--- config.mk ---
export PLATFORM = sky130hd
export DESIGN_NAME = boolean_sweep_capture
export DESIGN_NICKNAME = d
export VERILOG_FILES = /design/src/rtl/boolean_sweep_pkg.sv /design/src/rtl/lsb_priority_enc.sv /design/src/rtl/boolean_sweep_capture.sv
export SDC_FILE = /design/constraint.sdc
export NUM_CORES = 1
export LEC_CHECK = 0
export CAP_MARGIN = 10
export CORE_AREA = 2 2 62 64
export DETAILED_ROUTE_END_ITERATION = 8
export DIE_AREA = 0 0 64 66
export HOLD_SLACK_MARGIN = 0.12
export PLACE_DENSITY = 0.74
export SETUP_SLACK_MARGIN = 0.3
export SYNTH_ARGS = -nofsm -noshare
export SYNTH_HDL_FRONTEND = slang
export SYNTH_SLANG_ARGS = --single-unit
--- constraint.sdc ---
create_clock -name clk -period 1.9 [get_ports clk]
set_clock_uncertainty 0.2 [all_clocks]
set_input_delay 0.285 -clock clk [delete_from_list [all_inputs] [get_ports clk]]
set_output_delay 0.285 -clock clk [all_outputs]
set_load 0.02 [all_outputs]
--- src/rtl/boolean_sweep_pkg.sv ---
// Shared definitions for the Boolean-function sweep/capture stage:
// FSM state encoding and the truth-table width helper.
package boolean_sweep_pkg;

    typedef enum logic [1:0] {
        ST_IDLE  = 2'd0,
        ST_DRIVE = 2'd1,
        ST_CHECK = 2'd2
    } state_t;

    // Truth-table width for a function of n_in inputs.
    function automatic int tt_width(input int n_in);
        return 1 << n_in;
    endfunction

endpackage

--- src/rtl/lsb_priority_enc.sv ---
// Lowest-set-bit priority encoder: returns the index of the least significant
// set bit of vec, plus a flag telling whether any bit is set at all.
module lsb_priority_enc
    import boolean_sweep_pkg::*;
#(
    parameter int N_IN = 3
) (
    input  logic [tt_width(N_IN)-1:0] vec,
    output logic [N_IN-1:0]           idx,
    output logic                      any
);

    // NOTE: every always_comb output gets a default before any branch, so no
    // path leaves it unassigned and no latch is inferred.
    always_comb begin
        idx = '0;
        any = 1'b0;
        // Scan from the top down so the lowest set bit is the last one written.
        for (int i = tt_width(N_IN) - 1; i >= 0; i--) begin
            if (vec[i]) begin
                idx = N_IN'(i);
                any = 1'b1;
            end
        end
    end

endmodule

--- src/rtl/boolean_sweep_capture.sv ---
// Sweep stage for a combinational Boolean block: drives every input vector for
// HOLD cycles, captures y on the last hold cycle and compares the table to exp_tt.
module boolean_sweep_capture
    import boolean_sweep_pkg::*;
#(
    parameter int N_IN = 3,
    parameter int HOLD = 10
) (
    input  logic                      clk,
    input  logic                      rst_n,
    input  logic                      start,
    input  logic [tt_width(N_IN)-1:0] exp_tt,
    output logic [N_IN-1:0]           vec_o,
    input  logic                      y_i,
    output logic                      busy,
    output logic                      done,
    output logic                      pass,
    output logic [tt_width(N_IN)-1:0] tt_o,
    output logic [N_IN-1:0]           fail_idx
);

    localparam int TT_W = tt_width(N_IN);
    localparam int HC_W = $clog2(HOLD + 1);
    localparam logic [HC_W-1:0] HOLD_LAST = HC_W'(HOLD - 1);
    localparam logic [N_IN:0]   IDX_LAST  = (N_IN + 1)'(TT_W - 1);

    state_t            state, state_next;
    logic [N_IN:0]     idx;
    logic [HC_W-1:0]   hold_cnt;
    logic [TT_W-1:0]   exp_q;
    logic              hold_end;
    logic              last_vec;
    logic [N_IN-1:0]   enc_idx;
    logic              enc_any;

    lsb_priority_enc #(.N_IN(N_IN)) u_fail_enc (
        .vec (tt_o ^ exp_q),
        .idx (enc_idx),
        .any (enc_any)
    );

    always_comb begin
        hold_end   = (hold_cnt == HOLD_LAST);
        last_vec   = (idx == IDX_LAST);
        state_next = state;
        unique case (state)
            ST_IDLE:  if (start) state_next = ST_DRIVE;
            ST_DRIVE: if (hold_end && last_vec) state_next = ST_CHECK;
            ST_CHECK: state_next = ST_IDLE;
            default:  state_next = ST_IDLE;
        endcase
    end

    // NOTE: sequential state uses non-blocking assignments so every register
    // sees the pre-edge values; reset is synchronous, sampled at the edge.
    always_ff @(posedge clk) begin
        if (!rst_n) state <= ST_IDLE;
        else        state <= state_next;
    end

    always_ff @(posedge clk) begin
        if (!rst_n) begin
            idx      <= '0;
            hold_cnt <= '0;
            exp_q    <= '0;
            vec_o    <= '0;
            busy     <= 1'b0;
            done     <= 1'b0;
            pass     <= 1'b0;
            tt_o     <= '0;
            fail_idx <= '0;
        end else begin
            done <= 1'b0;
            unique case (state)
                ST_IDLE: begin
                    vec_o <= '0;
                    if (start) begin
                        idx      <= '0;
                        hold_cnt <= '0;
                        tt_o     <= '0;
                        pass     <= 1'b0;
                        fail_idx <= '0;
                        exp_q    <= exp_tt;
                        busy     <= 1'b1;
                    end
                end
                ST_DRIVE: begin
                    if (hold_end) begin
                        tt_o[idx[N_IN-1:0]] <= y_i;
                        hold_cnt            <= '0;
                        // The last vector stays on vec_o through the CHECK cycle.
                        if (!last_vec) begin
                            idx   <= idx + 1'b1;
                            vec_o <= idx[N_IN-1:0] + 1'b1;
                        end
                    end else begin
                        hold_cnt <= hold_cnt + 1'b1;
                    end
                end
                ST_CHECK: begin
                    pass     <= (tt_o == exp_q);
                    fail_idx <= enc_any ? enc_idx : '0;
                    done     <= 1'b1;
                    busy     <= 1'b0;
                    vec_o    <= '0;
                end
                default: ;
            endcase
        end
    end

endmodule

Yosys cells after proc, flatten, opt, wreduce, memory -nomap -nowiden --
Cells that the tools add are included. W data, S select, Z words.
Operators by class: add/sub/neg operators 3, $lt $le $gt $ge 2, equal/unequal tests 9, muxes and demuxes 42, bitwise logic cells 1, reductions and logical operators 14
Operators with widths (count):
- $mux W3 | 12
- $mux W4 | 4
- $mux W8 | 2
- $pmux W4 S2 | 2
- $pmux W8 S2 | 1
- $mux W1 | 12
- $pmux W3 S2 | 2
- $add A4 B1 Y4 const B | 2
- $bwmux W8 | 1
- $eq A8 B8 Y1 | 1
- $ne A2 B2 Y1 const B | 4
- $reduce_and A2 Y1 | 4
- $xor A8 B8 Y8 | 1
- $reduce_and A3 Y1 | 2
- $reduce_bool A2 Y1 | 3
- $eq A4 B3 Y1 const B | 1
- $eq A4 B4 Y1 const B | 1
- $lt A3 B4 Y1 const B | 1
- $mux W2 | 2
- $pmux W1 S2 | 2
- $pmux W2 S2 | 1
- $reduce_and A4 Y1 | 1
- $add A3 B1 Y3 const B | 1
- $demux W1 S3 | 1
- other kinds (6) | 7
Word-level totals: flip-flop bits (word level) 35, bits of input ports 12, output and inout port bits 17

Depth between registers and ports, before layout --
Gate-level depths: netlist (run 1).
depth in word-level cells 11, depth in mapped cells 7, mapped depth without buffers 6

Hierarchy --
From an unflattened synthesis (run 1), not the netlist that was laid out.
Second synthesis, totals: cell total of the unflattened synthesis 202, area total of the unflattened synthesis 1719.1 µm²
Modules (own cells, without submodules):
- boolean_sweep_capture | times used 1, cells an instance 189, area an instance 1639.1 µm², sequential area each 700.7 µm²
- lsb_priority_enc | times used 1, cells an instance 13, area an instance 80.1 µm², sequential area each 0.0 µm²

Worst setup path before layout (run 1) --
Ideal clock, no wire load.
kind flip-flop to flip-flop, start point register idx[1], end point register idx[3], arrival time 1.324 ns, setup slack 0.260 ns, stages on the path, launching flop included 6, path buffers 0, clock period less this slack 1.640 ns, cell sequence dfxtp_1 ha_1 and3b_1 nor3_2 and4b_1 a31o_2
On the way: cells in the longest elaborated chain, start to end 4, elaborated cells on any way between the ends 7
RTL lines:
- start, declared | RTL line boolean_sweep_capture.sv:28 | logic [N_IN:0] idx;
- start signal, assigned | RTL line boolean_sweep_capture.sv:93 | idx <= idx + 1'b1;
- $add A4 B1 Y4 | RTL line boolean_sweep_capture.sv:93
- $mux W4 | RTL line boolean_sweep_capture.sv:92 | if (!last_vec) begin
- $mux W4 | RTL line boolean_sweep_capture.sv:88 | if (hold_end) begin
- $pmux W4 S2 | RTL line boolean_sweep_capture.sv:74 | unique case (state)
Parallel ways exist; a longest one is shown, timed or not. The select of a mux whose other input is x is not followed. A chain may end at the register's enable or synchronous reset.

Final worst setup path (run 1) --
start point register hold_cnt[0], end point register idx[3]
On the way: cells in the longest elaborated chain, start to end 3
RTL lines:
- start, declared | RTL line boolean_sweep_capture.sv:29 | logic [HC_W-1:0] hold_cnt;
- start signal, assigned | RTL line boolean_sweep_capture.sv:97 | hold_cnt <= hold_cnt + 1'b1;
- $eq A4 B4 Y1 | RTL line boolean_sweep_capture.sv:43 | hold_end = (hold_cnt == HOLD_LAST);
- $ne A2 B2 Y1 (no line)
- $reduce_and A4 Y1 (no line)
No other way between the ends.

==> reports/summary.txt, run 1 <==
Core ar. -> 0.00355 sq mm
nature of the critical path startpoint -> flip-flop
Peak VDD IR -> 479 uV
drt drc -> 0
final period utilization -> 84.5%
critical path data required time -> 1950 ps
area grow syn2layout -> 30.7%
1st-iter DRT viols -> 71
die height -> 66 um
Final WS setup -> 294 ps
Net Count, Synth -> 221
Skew-Pair Late Insertion Delay -> 350 ps
crit path DAT -> 1650 ps
fin crit period -> 1610 ps
Post-Place Worst Slack -> -40.3 ps
Synth Cell Area -> 0.00171 sq mm
power consumption -> 1350 uW
YS warnings -> 0
Vias per Instance -> 5.48
FMAX -> 623 MHz
register area -> 719 sq um
Synth Instances -> 206
average instance area after synthesis -> 8.32 sq um
Largest stage delay, worst path -> 390 ps
Post-Layout Inst Area -> 0.00224 sq mm
Cell Pwr Density -> 605 mW/mm^2
Worst-Margin Slew -> 321 ps
Starting Density -> 48.3%
H-tree levels -> 2
Worst-path clk slew -> 110 ps
root buffer cell -> clkbuf_4
GP Congestion -> 0.858
Final Hold Vio Count -> 0
crit-path cells -> ha_4 -> nand3b_4 -> nor3_4 -> o22ai_1 -> a31o_2
CTS tree -> yes
outcome -> finished, final reports clean
Routed Antenna Nets -> 0
Ant. Diodes -> 0
fraction of registers with async set/reset -> 0%
DR vias -> 1611
GRT Util Overall -> 20.9%
placed cell area -> 0.00207 sq mm
slew margin rel. -> 78.4%
CP max-delay cell -> dfxtp_4
Nets -> 261
worst hold path type -> flip-flop to flip-flop
largest net degree at the start of global routing -> 18
iteration count of the initial detailed-routing pass -> 4
per-cell routed wire length -> 13.6 um
unrepaired setup endpoints after global routing -> true
initial antenna violation count -> 0
vias in the first global route -> 1590
Inserted Clock Buffers -> 5
CP Capture Type -> flip-flop
FF-to-FF setup slack -> 290 ps
# hold bufs at CTS -> 0
hpwl dp -> 2840 um
Ports -> 29
I/O Buffers -> 28
fillers -> 313
Seq/Total Area, Yosys -> 40.9%
final setup vio count -> 0
Horiz. Die Dim -> 64 um
leakage power -> 0.000937 uW
Yosys cell types -> 44
Std-Cell Rows -> 22
drt total wl -> 3990 um
layout cells sized above 1 -> 20.3%
prevailing post-synth register cell -> dfxtp_1
critical path type -> flip-flop to flip-flop
Yosys top cell area share -> 40.9%
#FFs+latches synth -> 35
full die area -> 0.00422 sq mm
CTS sink count -> 35
GR Overflow Total -> 0
Longest Clk Path Bufs -> 2
Pins Over Slew Limit -> 0
post-synth top area cell -> dfxtp_1
main area contributors after synthesis -> dfxtp_1 41%, a21oi_1 7.9%, nand2_1 6.6%
Post-synth EDFFs -> 0
total of max-cap violations -> 0
multi-input logic area -> 0.00102 sq mm
crit path max fanout -> 5
first-pass GRT wire length -> 6840 um
## routing by layer
layer	vias to the layer above	wire [um]	global-route usage [%]
met4	0	80	10.9
met1	759	1750	24.2
met5	-	0	0
li1	814	-	-
met2	29	1980	36.1
met3	9	175	4.43
## logic make-up (layout without fill, tap and decap cells)
group | Yosys count | count (layout) | share of synthesized area, %
buf+inv | 15 | 55 | 3.79
fa+ha+maj | 3 | 3 | 2.19
mux | 4 | 4 | 2.41
xor+xnor | 11 | 11 | 5.62
compound gates | 53 | 53 | 18.3
flops | 35 | 35 | 40.9
simple gates | 85 | 85 | 26.8
## worst paths after layout
path,startpoint,end,cells after the start
worst max-delay path,hold_cnt[0],idx[3],5
worst min-delay path,pass,pass,2
worst max register to register,hold_cnt[0],idx[3],5
worst min register to register,pass,pass,2
## state kept, by name, summed over array words and instances (netlist names)
name	cells
tt_o	8
fail_idx	3
busy	1
vec_o	3
pass	1
done	1
state	2
hold_cnt	4
idx	4
exp_q	8
## Yosys cell counts (2+ instances only)
master     n
nand3b_1   3
or3_1      2
a21oi_1   27
and3b_1    2
inv_1      3
o21bai_1   2
nor3_1     4
dfxtp_1   35
and2_1     2
xor2_1     5
xnor2_1    6
buf_2      7
nand2b_1   2
and4b_1    2
o211ai_1   5
a31oi_1    4
o31ai_1    3
nand2_1   30
ha_1       3
nor2b_1    3
nor2_1    15
nand3_1    7
mux2i_1    3
o21ai_0    5
and3_1     2
a211oi_1   3
clkbuf_1   3
nand4_1    2
## what timing repair did
item,in CTS,in global routing
setup endpoints to repair,28,24
buffers inserted,4,4
pin swaps,2,11
gates resized for setup,32,19
## worst max-delay path: cells and delay by family (launching register included)
kind	cells	cell delay, ps
AOI/OAI and AO/OA	2	370
adders and majority gates	1	160
and+or+nand+nor	2	390
DFF	1	390
## cells in the final DEF, fill, tap and decap left out, types with 4 or more instances in the layout
cell type / netlist / routed
buf_4: 0 / 16
clkdlybuf4s50_1: 0 / 11
dfxtp_4: 0 / 4
clkbuf_4: 0 / 5
dfxtp_1: 35 / 28
a31oi_1: 4 / 4
dlygate4sd2_1: 0 / 10
nand3_1: 7 / 7
xor2_1: 5 / 5
xnor2_1: 6 / 6
o21ai_0: 5 / 5
o211ai_1: 5 / 5
nand2_1: 30 / 30
clkdlybuf4s15_1: 0 / 4
a21oi_1: 27 / 25
nor2_1: 15 / 15
## power by group
| group | switching (uW) | internal [uW] | total [uW] |
|---|---|---|---|
| Combinational | 93.6 | 82.3 | 176 |
| Clock | 246 | 171 | 417 |
| Sequential | 16.4 | 745 | 762 |
| Total | 356 | 999 | 1350 |
## per-stage QoR
| step | cells | utilization (%) | hold slack, ps | TNS, ps |
|---|---|---|---|---|
| after global placement | 279 | 58.3 | 241 | -22.1 |
| after detailed placement | 279 | 58.3 | 248 | -40.3 |
| after floorplan | 206 | - | 221 | 0 |
| final | 294 | 63.1 | 256 | 0 |
| after global routing | 294 | 63.1 | 260 | 0 |
| after CTS | 290 | 61.4 | 261 | 0 |
## layout make-up
cell class                      instances  area share (%)
Multi-Input combinational cell        156            45.4
Clock buffer                            6            2.29
Sequential cell                        35            32.1
Inverter                                4           0.670
Tap cell                               48            2.68
Timing Repair Buffer                   44            16.6
Clock inverter                          1           0.223
(Power assumes the default switching activity.)
==> run 2, diff against run 1 <==
==> constraint.sdc (replaced) <==
create_clock -name clk -period 1.6 [get_ports clk]
set_clock_uncertainty 0.2 [all_clocks]
set_input_delay 0.24 -clock clk [delete_from_list [all_inputs] [get_ports clk]]
set_output_delay 0.24 -clock clk [all_outputs]
set_load 0.02 [all_outputs]
==> run 2 against run 1 <==
  * The flow now finishes with violations (negative setup slack)
  * Clock power is 31% higher
  * Fmax shrank 1.0%
  * Die area unchanged
  * Non-clock buffer count grew 18
  * Via count is 9.7% higher
  * Design area increased by 24%
  * Count of clock-buffer cells in the layout up 2
  * Power increased by 30%
  * Largest power group unchanged
  * Sequential share of layout area fell by 5.0 points
  * Core utilization increased by 15 points
  * Cell count is 6.8% higher
  * Critical path depth grew 1
==> reports/summary.txt, run 2 (same netlist as run 1, synthesis figures left out) <==
worst hold path type -> primary input to flip-flop
FMAX -> 617 MHz (-1.0%)
GRT Util Overall -> 24.0% (+3.1 points)
sum of buffers and inverters on the critical path -> 1 (+1)
fin crit period -> 1620 ps (+16.3 ps)
Ant. Diodes -> 0 (unchanged)
Largest regs -> exp_q x8, tt_o x8
crit-path cells -> inv_2 -> ha_4 -> and3b_2 -> nand4_1 -> mux2_4 -> nor2_2
commonest non-fill, non-tap cell in the layout -> buf_4
1st-iter DRT viols -> 56 (-21%)
Ports -> 29 (unchanged)
Core Util, Final -> 78.1% (+15 points)
H-tree levels -> 2 (unchanged)
fillers -> 200 (-36%)
Starting Density -> 48.3% (unchanged)
drt drc -> 0 (unchanged)
slew margin rel. -> 80.2% (+1.8 points)
CP delay by family, top -> simple AND/OR/NAND/NOR gates
Routed Antenna Nets -> 0 (unchanged)
Core ar. -> 0.00355 sq mm (unchanged)
Largest stage delay, worst path -> 330 ps (-60 ps)
root buffer cell -> clkbuf_4
Skew-Pair Late Insertion Delay -> 340 ps (about the same)
Worst-Margin Slew -> 295 ps (-26.0 ps)
final setup TNS -> -26.2 ps (-26.2 ps)
vias in the first global route -> 1709 (+7.5%)
commonest non-fill, non-tap cells in the layout -> 29 x buf_4, 21 x nand2_1, 19 x buf_6
critical path data required time -> 1680 ps (-270 ps)
worst r2r src -> hold_cnt[1]
multi-input logic area -> 0.00129 sq mm (+27%)
CTS tree -> yes
Worst-path clk slew -> 100 ps (about the same)
leakage power -> 0.00111 uW (+19%)
Worst setup startpoint -> hold_cnt[1]
Pins Over Slew Limit -> 0 (unchanged)
nature of the critical path startpoint -> flip-flop
Min-Delay Path Depth -> 3 (+1)
Horiz. Die Dim -> 64 um (unchanged)
area grow syn2layout -> 61.8%
final setup vio count -> 2 (+2)
DR vias -> 1767 (+9.7%)
GP Congestion -> 0.836 (-2.6%)
die height -> 66 um (unchanged)
instance count on the critical path -> 6 (+1)
I/O Buffers -> 28 (unchanged)
crit path max fanout -> 5 (unchanged)
initial antenna violation count -> 0 (unchanged)
GR Overflow Total -> 0 (unchanged)
CP max-delay cell -> dfxtp_2
hold slack -> 256 ps (+0.318 ps)
hpwl dp -> 3150 um (+11%)
unrepaired setup endpoints after global routing -> true
violated checks -> negative setup slack
Post-Place Worst Slack -> -201 ps (-161 ps)
Nets -> 280 (+7.3%)
Vias per Instance -> 5.63 (+2.7%)
register area -> 752 sq um (+4.5%)
per-cell routed wire length -> 16.2 um (+19%)
CP Capture Type -> flip-flop
R2R depth -> 6 (+1)
Std-Cell Rows -> 22 (unchanged)
Longest Clk Path Bufs -> 2 (unchanged)
Final Hold Vio Count -> 0 (unchanged)
critical path type -> flip-flop to flip-flop
Cell Pwr Density -> 635 mW/mm^2 (+4.9%)
final period utilization -> 101% (+17 points)
Inserted Clock Buffers -> 5 (unchanged)
largest net degree at the start of global routing -> 16 (-2)
Final WS setup -> -21.8 ps (-316 ps)
iteration count of the initial detailed-routing pass -> 4 (unchanged)
full die area -> 0.00422 sq mm (unchanged)
outcome -> finished, violations left
layout cells sized above 1 -> 54.5% (+34 points)
CTS sink count -> 35 (unchanged)
Peak VDD IR -> 470 uV (-1.8%)
drt total wl -> 5080 um (+27%)
worst hold start -> exp_tt[5]
first-pass GRT wire length -> 7830 um (+14%)
total of max-cap violations -> 0 (unchanged)
crit path DAT -> 1710 ps (+60 ps)
==> run 2: cell types whose count changed in the layout (fill, tap and decap cells not counted), sizes merged <==
cell | previous run | this run
buf | 16 | 51
dlygate4sd2 | 10 | 1
clkdlybuf4s15 | 4 | 0
clkbuf | 9 | 8
clkdlybuf4s50 | 11 | 10
clkinv | 2 | 1
or3b | 1 | 2
==> run 2: power by group <==
part	switching, uW	leakage, uW	internal (uW)
combinational	161	0.000775	154
clock	289	0.0000386	258
sequential	21.5	0.000298	877
total	471	0.00111	1290
==> run 2: what timing repair did <==
action | CTS | global route
setup buffers | 7 | 5
pin swaps | 25 | 26
gates resized for setup | 110 | 68
hold buffers | 0 | 0
setup endpoints to repair | 50 | 48
cloned | 1 | 0
==> run 2: metrics by stage <==
step                instance area [sq um]  std cells  total power (uW)
floorplan                            1860        206              1070
global placement                     2300        293              1160
detailed placement                   2300        293              1160
CTS                                  2490        309              1730
global route                         2770        314              1830
finish                               2770        314              1760
==> run 2: final timing paths <==
kind                               endpoint  slack, ps
worst max-delay path                 idx[2]        -20
worst min-delay path               exp_q[5]        260
worst min register to register  fail_idx[1]        280
worst max register to register       idx[2]        -20
==> run 2: layer usage <==
layer	share of wire (%)	global-route usage, %
met1	41	27.4
met2	52	43.9
met3	5.0	4.60
met4	2.0	9.51
met5	0	0
==> run 2: area by class of cell <==
class                   count  area share [%]
repair buffers             62            21.1
multi-input cells         157            46.6
flip-flops and latches     35            27.1
clock buffers               8            2.48
well taps                  48            2.17
inverters                   4           0.541
==> run 2: tightest hold or removal path, delay by kind of cell <==
family / cells / cell delay, ps
AO/OA/AOI/OAI: 1 / 40
buffers and inverters: 1 / 420
AND/OR/NAND/NOR: 1 / 70
